File: config.mk
export PLATFORM = sky130hd
export DESIGN_NAME = time_set_clock
export DESIGN_NICKNAME = d
export VERILOG_FILES = /design/src/rtl/time_set_clock.sv
export SDC_FILE = /design/constraint.sdc
export NUM_CORES = 1
export LEC_CHECK = 0
export CAP_MARGIN = 20
export CELL_PAD_IN_SITES_DETAIL_PLACEMENT = 2
export CELL_PAD_IN_SITES_GLOBAL_PLACEMENT = 2
export CORE_ASPECT_RATIO = 0.5
export CORE_MARGIN = 8
export CORE_UTILIZATION = 33
export CTS_BUF_LIST = sky130_fd_sc_hd__clkbuf_8
export DETAILED_ROUTE_END_ITERATION = 8
export PLACE_DENSITY_LB_ADDON = 0.1
export SETUP_SLACK_MARGIN = 0.1
export SYNTH_ARGS = -nofsm -noshare
export SYNTH_HDL_FRONTEND = slang
export SYNTH_SLANG_ARGS = --single-unit
File: constraint.sdc
create_clock -name clk -period 1.9 [get_ports clk]
set_clock_uncertainty 0.1 [all_clocks]
set_input_delay 0.38 -clock clk [delete_from_list [all_inputs] [get_ports clk]]
set_output_delay 0.38 -clock clk [all_outputs]
set_load 0.02 [all_outputs]
File: src/rtl/time_set_clock.sv
// -----------------------------------------------------------------------------
// time_set_clock
//   Hour/minute/second timekeeper with a two-button set mode.
//   One button steps the mode (run -> set seconds -> set minutes -> set hours),
//   the other increments the field the current mode selects. In run mode a
//   prescaler divides clk down to a one-second tick that advances the time
//   with full carry; in the set modes the prescaler is held and time is frozen.
//
// Parameters
//   TICK_DIV           clk cycles per one-second tick (>= 1, 1 = every cycle)
//
// Ports
//   clk                in   1  sole clock, rising edge
//   our_reset          in   1  asynchronous, active-high reset
//   counter_trigger    in   1  async button, rising edge advances the mode
//   increment_trigger  in   1  async button, rising edge bumps selected field
//   mode               out  2  0 run, 1 set sec, 2 set min, 3 set hours
//   seconds            out  6  0..59 binary
//   minutes            out  6  0..59 binary
//   hours              out  5  0..23 binary
//   sec_tick           out  1  registered one-cycle pulse, high in the cycle
//                              the time shows the value the tick produced
// -----------------------------------------------------------------------------
module time_set_clock #(
  parameter int unsigned TICK_DIV = 32768
) (
  input  logic       clk,
  input  logic       our_reset,
  input  logic       counter_trigger,
  input  logic       increment_trigger,
  output logic [1:0] mode,
  output logic [5:0] seconds,
  output logic [5:0] minutes,
  output logic [4:0] hours,
  output logic       sec_tick
);

  typedef enum logic [1:0] {
    MODE_RUN     = 2'd0,
    MODE_SET_SEC = 2'd1,
    MODE_SET_MIN = 2'd2,
    MODE_SET_HR  = 2'd3
  } mode_e;

  // A prescaler for TICK_DIV = 1 still needs one bit; it simply stays at 0.
  localparam int unsigned PW = (TICK_DIV > 1) ? $clog2(TICK_DIV) : 1;
  localparam logic [PW-1:0] PRESC_LAST = PW'(TICK_DIV - 1);

  localparam logic [5:0] SEC_MAX = 6'd59;
  localparam logic [5:0] MIN_MAX = 6'd59;
  localparam logic [4:0] HR_MAX  = 5'd23;

  // ---------------------------------------------------------------------------
  // Button conditioning: bit 0/1 are the two-flop synchronizer, bit 2 is the
  // edge register. A pulse lasts one cycle no matter how long the button is
  // held, and the state it drives changes on the third edge that saw it high.
  // ---------------------------------------------------------------------------
  logic [2:0] cnt_sync_q, cnt_sync_d;
  logic [2:0] inc_sync_q, inc_sync_d;
  logic       cnt_pulse;
  logic       inc_pulse;

  assign cnt_sync_d = {cnt_sync_q[1:0], counter_trigger};
  assign inc_sync_d = {inc_sync_q[1:0], increment_trigger};
  assign cnt_pulse  = cnt_sync_q[1] & ~cnt_sync_q[2];
  assign inc_pulse  = inc_sync_q[1] & ~inc_sync_q[2];

  // ---------------------------------------------------------------------------
  // Mode FSM: state register / next-state / output decode
  // ---------------------------------------------------------------------------
  mode_e mode_q, mode_d;

  logic run_en;
  logic set_sec_inc;
  logic set_min_inc;
  logic set_hr_inc;

  // Mode wraps 3 -> 0 naturally in two bits.
  assign mode_d = cnt_pulse ? mode_e'(mode_q + 2'd1) : mode_q;

  always_comb begin
    // NOTE: every output of a combinational block gets a default first so a
    // missed branch cannot leave it holding its old value (a latch).
    run_en      = 1'b0;
    set_sec_inc = 1'b0;
    set_min_inc = 1'b0;
    set_hr_inc  = 1'b0;
    unique case (mode_q)
      MODE_RUN:     run_en      = 1'b1;
      MODE_SET_SEC: set_sec_inc = inc_pulse;
      MODE_SET_MIN: set_min_inc = inc_pulse;
      MODE_SET_HR:  set_hr_inc  = inc_pulse;
    endcase
  end

  // ---------------------------------------------------------------------------
  // Prescaler: runs only in run mode. Any mode change (including entering run
  // mode) clears it, so the first second after setting is a full second.
  // ---------------------------------------------------------------------------
  logic [PW-1:0] presc_q, presc_d;
  logic          tick;

  assign tick = run_en && (presc_q == PRESC_LAST);

  always_comb begin
    presc_d = presc_q + 1'b1;
    if (!run_en || tick || cnt_pulse) begin
      presc_d = '0;
    end
  end

  // ---------------------------------------------------------------------------
  // Time fields. The run tick and the set increments are mutually exclusive
  // because they are decoded from different modes. Set increments wrap their
  // own field only; the run tick carries through all three.
  // ---------------------------------------------------------------------------
  logic [5:0] sec_q, sec_d;
  logic [5:0] min_q, min_d;
  logic [4:0] hr_q,  hr_d;
  logic       sec_tick_q;

  logic [5:0] sec_inc;
  logic [5:0] min_inc;
  logic [4:0] hr_inc;

  assign sec_inc = (sec_q == SEC_MAX) ? 6'd0 : sec_q + 6'd1;
  assign min_inc = (min_q == MIN_MAX) ? 6'd0 : min_q + 6'd1;
  assign hr_inc  = (hr_q  == HR_MAX)  ? 5'd0 : hr_q  + 5'd1;

  always_comb begin
    sec_d = sec_q;
    min_d = min_q;
    hr_d  = hr_q;
    if (tick) begin
      sec_d = sec_inc;
      if (sec_q == SEC_MAX) begin
        min_d = min_inc;
        if (min_q == MIN_MAX) begin
          hr_d = hr_inc;
        end
      end
    end else begin
      if (set_sec_inc) sec_d = sec_inc;
      if (set_min_inc) min_d = min_inc;
      if (set_hr_inc)  hr_d  = hr_inc;
    end
  end

  // ---------------------------------------------------------------------------
  // State registers
  // ---------------------------------------------------------------------------
  always_ff @(posedge clk or posedge our_reset) begin
    if (our_reset) begin
      cnt_sync_q <= '0;
      inc_sync_q <= '0;
      mode_q     <= MODE_RUN;
      presc_q    <= '0;
      sec_q      <= '0;
      min_q      <= '0;
      hr_q       <= '0;
      sec_tick_q <= 1'b0;
    end else begin
      // NOTE: non-blocking assignments make every register sample the values
      // from before this edge, independent of statement order.
      cnt_sync_q <= cnt_sync_d;
      inc_sync_q <= inc_sync_d;
      mode_q     <= mode_d;
      presc_q    <= presc_d;
      sec_q      <= sec_d;
      min_q      <= min_d;
      hr_q       <= hr_d;
      sec_tick_q <= tick;
    end
  end

  assign mode     = mode_q;
  assign seconds  = sec_q;
  assign minutes  = min_q;
  assign hours    = hr_q;
  assign sec_tick = sec_tick_q;

endmodule

After elaboration in Yosys (flattened, before gate mapping)
Cells that the tools add are included.
{ "totals": {"register_bits": 41, "input_bits": 4, "output_inout_bits": 20, "elab_cells": 53} }
{ "classes": {"addsub": 5, "n_eq_ne": 9, "mux": 17, "n_bitwise": 4, "reduce_logical": 10} }
{ "op_table": {"columns": ["cell", "count"], "rows": [
  ["6-bit 2-to-1 mux", 7],
  ["5-bit 2-to-1 mux", 5],
  ["15-bit by 1-bit adder with 15-bit output (second input constant)", 1],
  ["15-bit equality test (second input constant)", 1],
  ["15-bit 2-to-1 mux", 1],
  ["6-bit by 1-bit adder with 6-bit output (second input constant)", 2],
  ["6-bit equality test (second input constant)", 2],
  ["2-bit nonzero test", 3],
  ["5-bit by 1-bit adder with 5-bit output (second input constant)", 1],
  ["5-bit equality test (second input constant)", 1],
  ["2-bit equality test (second input constant)", 2],
  ["1-bit 2-to-1 mux", 4],
  ["2-bit by 1-bit inequality test with 1-bit output (second input constant)", 2],
  ["3-bit AND reduction", 1],
  ["2-bit by 1-bit adder with 2-bit output (second input constant)", 1],
  ["1-bit AND", 2],
  ["2-bit by 1-bit equality test with 1-bit output (second input constant)", 1],
  ["2-bit zero test", 1],
  ["1-bit logical OR", 2],
  ["1-bit inverter", 2],
  ["2-bit AND reduction", 1],
  ["1-bit logical AND", 1],
  ["1-bit zero test", 1]
]} }

Longest topological paths before layout
{ "depth": {"depth_word": 6, "mapped_depth": 8, "mapped_depth_nobuf": 7} }

Worst setup path before layout
Ideal clock, no wire load.
{ "synth_path": {"kind": "reg2reg", "from": "reg mode_q[0] (netlist: mode[0])", "to": "reg hr_q[3] (netlist: hours[3])", "setup_time_ns": 0.125, "arrival_ns": 1.976, "required_ns": 1.675, "setup_slack_ns": -0.301, "path_stages_with_launch": 8, "n_path_buf": 0, "synth_period_minus_slack_ns": 2.201, "path_cell_list": "dfrtp_1 -> inv_1 -> ha_1 -> nand4_1 -> nor4_4 -> mux2i_1 -> nor2_1 -> mux2_2"} }
{ "synth_via": {"elab_chain_cells": 5, "word_cells_on_any_way": 10, "cone_classes": "eq/ne: 3; mux: 3; reduce/logical: 4"} }
{ "synth_lines": {"columns": ["element", "line", "text"], "rows": [
  ["start: declaration", "71", "mode_e mode_q, mode_d;"],
  ["start signal: assignment", "167", "mode_q <= mode_d;"],
  ["2-bit zero test", "88", "unique case (mode_q)"],
  ["1-bit 2-to-1 mux", "88", null],
  ["1-bit logical AND", "103", "assign tick = run_en && (presc_q == PRESC_LAST);"],
  ["2-bit by 1-bit inequality test with 1-bit output (no source line) / 2-bit nonzero test (equally long branches)", null, null],
  ["3-bit AND reduction (no source line)", null, null],
  ["end signal: assignment", "171", "hr_q <= hr_d;"],
  ["end: declaration", "119", "logic [4:0] hr_q, hr_d;"]
]} }
Parallel ways exist; a longest one is shown, timed or not.
A chain may end at the register's enable or synchronous reset.

Worst setup path after layout
{ "layout_path": {"from": "reg sec_q[1] (netlist: seconds[1])", "to": "reg min_q[3] (netlist: minutes[3])"} }
{ "layout_via": {"elab_chain_cells": 3} }
{ "layout_lines": {"columns": ["element", "line", "text"], "rows": [
  ["start: declaration", "117", "logic [5:0] sec_q, sec_d;"],
  ["start signal: assignment", "158", "sec_q <= '0;"],
  ["start signal: assignment", "169", "sec_q <= sec_d;"],
  ["6-bit equality test", "136", "if (sec_q == SEC_MAX) begin"],
  ["2-bit by 1-bit inequality test with 1-bit output (no source line)", null, null],
  ["2-bit AND reduction (no source line)", null, null],
  ["end signal: assignment", "170", "min_q <= min_d;"],
  ["end: declaration", "118", "logic [5:0] min_q, min_d;"]
]} }
No other way between the ends.

==> reports/qor_table.md <==
| Result | This run |
|:---|:---|
| Clock insertion delay at the later pin of the skew report | 0.31 ns |
| Total number of vias | 1666 |
| Most frequently used cell type in the post-synthesis netlist | sky130_fd_sc_hd__dfrtp_1 |
| Htree depth | 2 |
| Min-Delay Path Class | reg -> reg |
| Multi-input gate area | 1060 sq um |
| Vias/cell | 4.93 |
| Proportion of register bits with asynchronous set or reset after synthesis | 100% |
| Standard cell core area | 5560 sq um |
| Number of cells traversed by the worst register-to-register path | 10 |
| Hold violation count in the final report | 0 |
| Half-perimeter wire length after placement | 3.99 mm |
| Post-synthesis cell count | 179 |
| Data arrival at the endpoint of the critical path | 2.17 ns |
| Pin count of the biggest net entering global routing | 42 |
| Floorplan die area | 8670 sq um |
| Final setup violation count | 16 |
| Cell taking the most area after synthesis | sky130_fd_sc_hd__dfrtp_1 |
| TritonCTS clock tree | yes |
| Layout area overhead | 54.6% |
| Power density cells | 1040 nW/um^2 |
| Maximum fanout encountered on the critical timing path | 5 |
| Vias in the first global route | 2006 |
| Startpoint of the tightest hold check path | inc_sync_q[0] |
| Number of distinct library cells after synthesis | 32 |
| Clock buffer count from CTS | 5 |
| Sequential standard cell area | 1030 sq um |
| Leading cell types by total area after synthesis | sky130_fd_sc_hd__dfrtp_1 (53%), sky130_fd_sc_hd__ha_1 (5.2%), sky130_fd_sc_hd__nor2_1 (4.9%) |
| Total number of nets in the final design | 276 |
| Site row count | 19 |
| Main synth FF type | sky130_fd_sc_hd__dfrtp_1 |
| Number of clock sinks | 41 |
| Net Sw Power | 1200 uW |
| Detailed Route Iter0 Violations | 58 |
| Worst IR drop on VDD | 0.523 mV |
| Source of the worst register-to-register timing path | seconds[1] |
| Crit share post-route | 110% |
| Outcome | finished, violations left |
| Initial antenna violation count | 0 |
| Start-to-end type of the worst setup path | reg -> reg |
| Post-Syn Nets | 191 |
| Number of fill cells in the layout | 557 |
| Max-slew violation total from the final report | 0 |
| Port Buffers | 23 |
| Number of flip-flops and latches in the synthesized netlist | 41 |
| Netlist area before placement | 1920 sq um |
| Die H | 70.0 microns |
| Proportion of layout cells with a drive suffix above 1 | 39.6% |
| Final instance area | 2970 sq um |
| Post-synth EDFFs | 0 |
| Wirelength, routed | 6.73 mm |
| Clock network fraction of total power | 20.0% |
| Starting utilization of the core area | 34.5% |
| Maximum buffer depth of the clock tree | 2 |
| Net switching fraction of the power | 38.9% |
| Gr ovfl total | 0 |
| Number of cells traversed by the worst hold path | 0 |
| Violated checks | setup timing |
| List of most frequent post-synthesis cells | sky130_fd_sc_hd__dfrtp_1 (41), sky130_fd_sc_hd__nor2_1 (25), sky130_fd_sc_hd__nand2_1 (13) |
| CTS hold repair buffers | 0 |
| First-pass detailed-route iteration total | 4 |
| Internal Dissipation | 1880 uW |
| Kind of end point of the critical path | flip-flop |
| Number of warnings printed during yosys synthesis | 0 |
| Root buffer selected by CTS | sky130_fd_sc_hd__clkbuf_8 |
| Mean area per synthesized cell | 10.7 sq um |
| Post-route setup slack | -0.184 ns |
| Clock transition at the registers of the reported paths | 0.09 ns |
| Sequential element share of the synthesized area | 53.4% |
| Worst slew margin relative to its limit | 78.0% |
| Seq pwr share | 37.1% |
| Share of total power in combinational logic | 42.9% |
| GRT Resource Usage Total | 15.6% |
| Weighted congestion at the end of routability-driven global placement | 0.735 |
| Area after DPL | 2650 sq um |
| Data required time at the worst endpoint | 1.99 ns |
| Area share of the largest cell type after synthesis | 53.4% |
| I/O pin count | 24 |
| Measured slew at the worst slew-check pin | 0.328 ns |
| Upper clock frequency limit | 480 MHz |
| Diodes inserted | 0 |
| Start point of the critical path | seconds[1] |
| Setup repair after global routing missed its margin | yes |
| Max-cap viol count | 0 |
| DRC violations left | 0 |
| Crit start category | flip-flop |
| Leakage power | 0.00142 uW |
| Horizontal extent of the die | 124 microns |
| Final critical-path required period | 2.08 ns |
| Setup slack at placement | -0.267 ns |
| Wire length of the first global-routing pass | 10.7 mm |
| Post-detailed-route wirelength per cell | 19.9 microns |
| Remaining antenna violation count | 0 |
==> worst max-delay path: stages (launching register included) <==
cell and delay, ns:
sky130_fd_sc_hd__dfrtp_1 0.40, sky130_fd_sc_hd__ha_1 0.21, sky130_fd_sc_hd__nand3b_1 0.16, sky130_fd_sc_hd__buf_4 0.17, sky130_fd_sc_hd__nor2_1 0.24, sky130_fd_sc_hd__mux2i_2 0.11
sky130_fd_sc_hd__buf_4 0.17, sky130_fd_sc_hd__buf_6 0.12, sky130_fd_sc_hd__buf_6 0.11, sky130_fd_sc_hd__o21ai_2 0.09, sky130_fd_sc_hd__o31ai_1 0.07
==> metal layers <==
layer | part of all wire, % | GRT usage [%] | up-vias
met3 | 3.1 | 4.09 | 7
met4 | 0.94 | 3.80 | 0
met2 | 53 | 28.3 | 20
met5 | 0 | 0 | -
li1 | - | - | 796
met1 | 43 | 17.7 | 843
==> cell families (layout without fill, tap and decap cells) <==
kind of cell | count (synthesis) | count (layout) | synth area share [%]
AND/OR/NAND/NOR | 77 | 77 | 21.6
flip-flops | 41 | 41 | 53.4
AO/OA/AOI/OAI | 23 | 23 | 7.42
XOR/XNOR | 15 | 15 | 6.84
adder cells (fa/ha/maj) | 8 | 8 | 5.21
buffers and inverters | 8 | 94 | 1.56
multiplexers | 7 | 7 | 3.97
==> state kept, by name, indices dropped and copies added (netlist names) <==
register and flops:
mode 2, inc_sync_q 3, cnt_sync_q 3, hours 5, presc_q 15, seconds 6, minutes 6, sec_tick 1
==> power groups by stage <==
stage | clock network (uW) | registers, uW | logic [uW]
after floorplan | 0 | 1330 | 373
after global placement | 0 | 1120 | 1150
after detailed placement | 0 | 1140 | 1230
after CTS | 636 | 1130 | 1250
after global routing | 676 | 1160 | 1440
final | 615 | 1140 | 1320
==> layout by cell type, fill, tap and decap left out, types with 2 or more instances in the layout <==
master                            synthesis  layout
sky130_fd_sc_hd__ha_4                     0       2
sky130_fd_sc_hd__inv_2                    0       2
sky130_fd_sc_hd__o21ai_2                  0       5
sky130_fd_sc_hd__nor4_1                   3       2
sky130_fd_sc_hd__o21ai_1                  0       3
sky130_fd_sc_hd__nand3b_1                 2       2
sky130_fd_sc_hd__clkdlybuf4s50_1          0       4
sky130_fd_sc_hd__dfrtp_1                 41      37
sky130_fd_sc_hd__nand2b_1                 5       4
sky130_fd_sc_hd__a21o_1                   2       2
sky130_fd_sc_hd__buf_6                    0      10
sky130_fd_sc_hd__o31ai_2                  0       3
sky130_fd_sc_hd__clkbuf_8                 0       5
sky130_fd_sc_hd__o21ai_0                 11       2
sky130_fd_sc_hd__dfrtp_2                  0       4
sky130_fd_sc_hd__nand3_1                  8       7
sky130_fd_sc_hd__o31ai_1                  5       2
sky130_fd_sc_hd__nor2b_1                  4       4
sky130_fd_sc_hd__inv_1                    6       4
sky130_fd_sc_hd__nor2_1                  25      24
sky130_fd_sc_hd__xnor2_1                  9       9
sky130_fd_sc_hd__nand4_1                  4       4
sky130_fd_sc_hd__buf_4                    0      46
sky130_fd_sc_hd__xor2_1                   6       6
sky130_fd_sc_hd__mux2_4                   0       2
sky130_fd_sc_hd__and3_1                   2       2
sky130_fd_sc_hd__nand2_2                  0       2
sky130_fd_sc_hd__nor3_4                   0       2
sky130_fd_sc_hd__dlygate4sd2_1            0      18
sky130_fd_sc_hd__mux2_2                   5       3
sky130_fd_sc_hd__ha_1                     8       6
sky130_fd_sc_hd__nand2_1                 13      11
sky130_fd_sc_hd__and2_1                   2       2
==> metrics by stage <==
stage | hold WS [ns] | power (uW) | utilization (%) | setup TNS (ns) | std cells
final | 0.266 | 3080 | 53.4 | -1.67 | 338
after global routing | 0.273 | 3280 | 53.4 | -3.62 | 338
after CTS | 0.272 | 3010 | 51.5 | -0.859 | 335
after detailed placement | 0.250 | 2360 | 47.7 | -2.09 | 321
after floorplan | 0.231 | 1700 | - | -0.253 | 179
after global placement | 0.235 | 2270 | 47.7 | -0.280 | 321
==> timing repair <==
action | in CTS | in global routing
resized for setup | 45 | 19
buffers inserted | 6 | 3
endpoints found under the setup margin | 49 | 29
endpoints found under the hold margin | 0 | 0
pin swaps | 1 | 4
==> worst paths after layout <==
path	end	slack (ns)
max	minutes[3]	-0.18
min	inc_sync_q[1]	0.27
max reg2reg	minutes[3]	-0.18
min reg2reg	inc_sync_q[1]	0.27
max in group asynchronous	mode[0]	1.14
min in group asynchronous	seconds[4]	0.32
==> final cells by class <==
type                            instances  share of cell area [%]
Clock buffer                            5                    2.32
Clock inverter                          3                   0.716
Inverter                                6                   0.758
Multi-Input combinational cell        130                    35.5
Sequential cell                        41                    34.7
Tap cell                               73                    3.07
Timing Repair Buffer                   80                    22.9
Note: power is estimated with default switching activity, not from simulation.
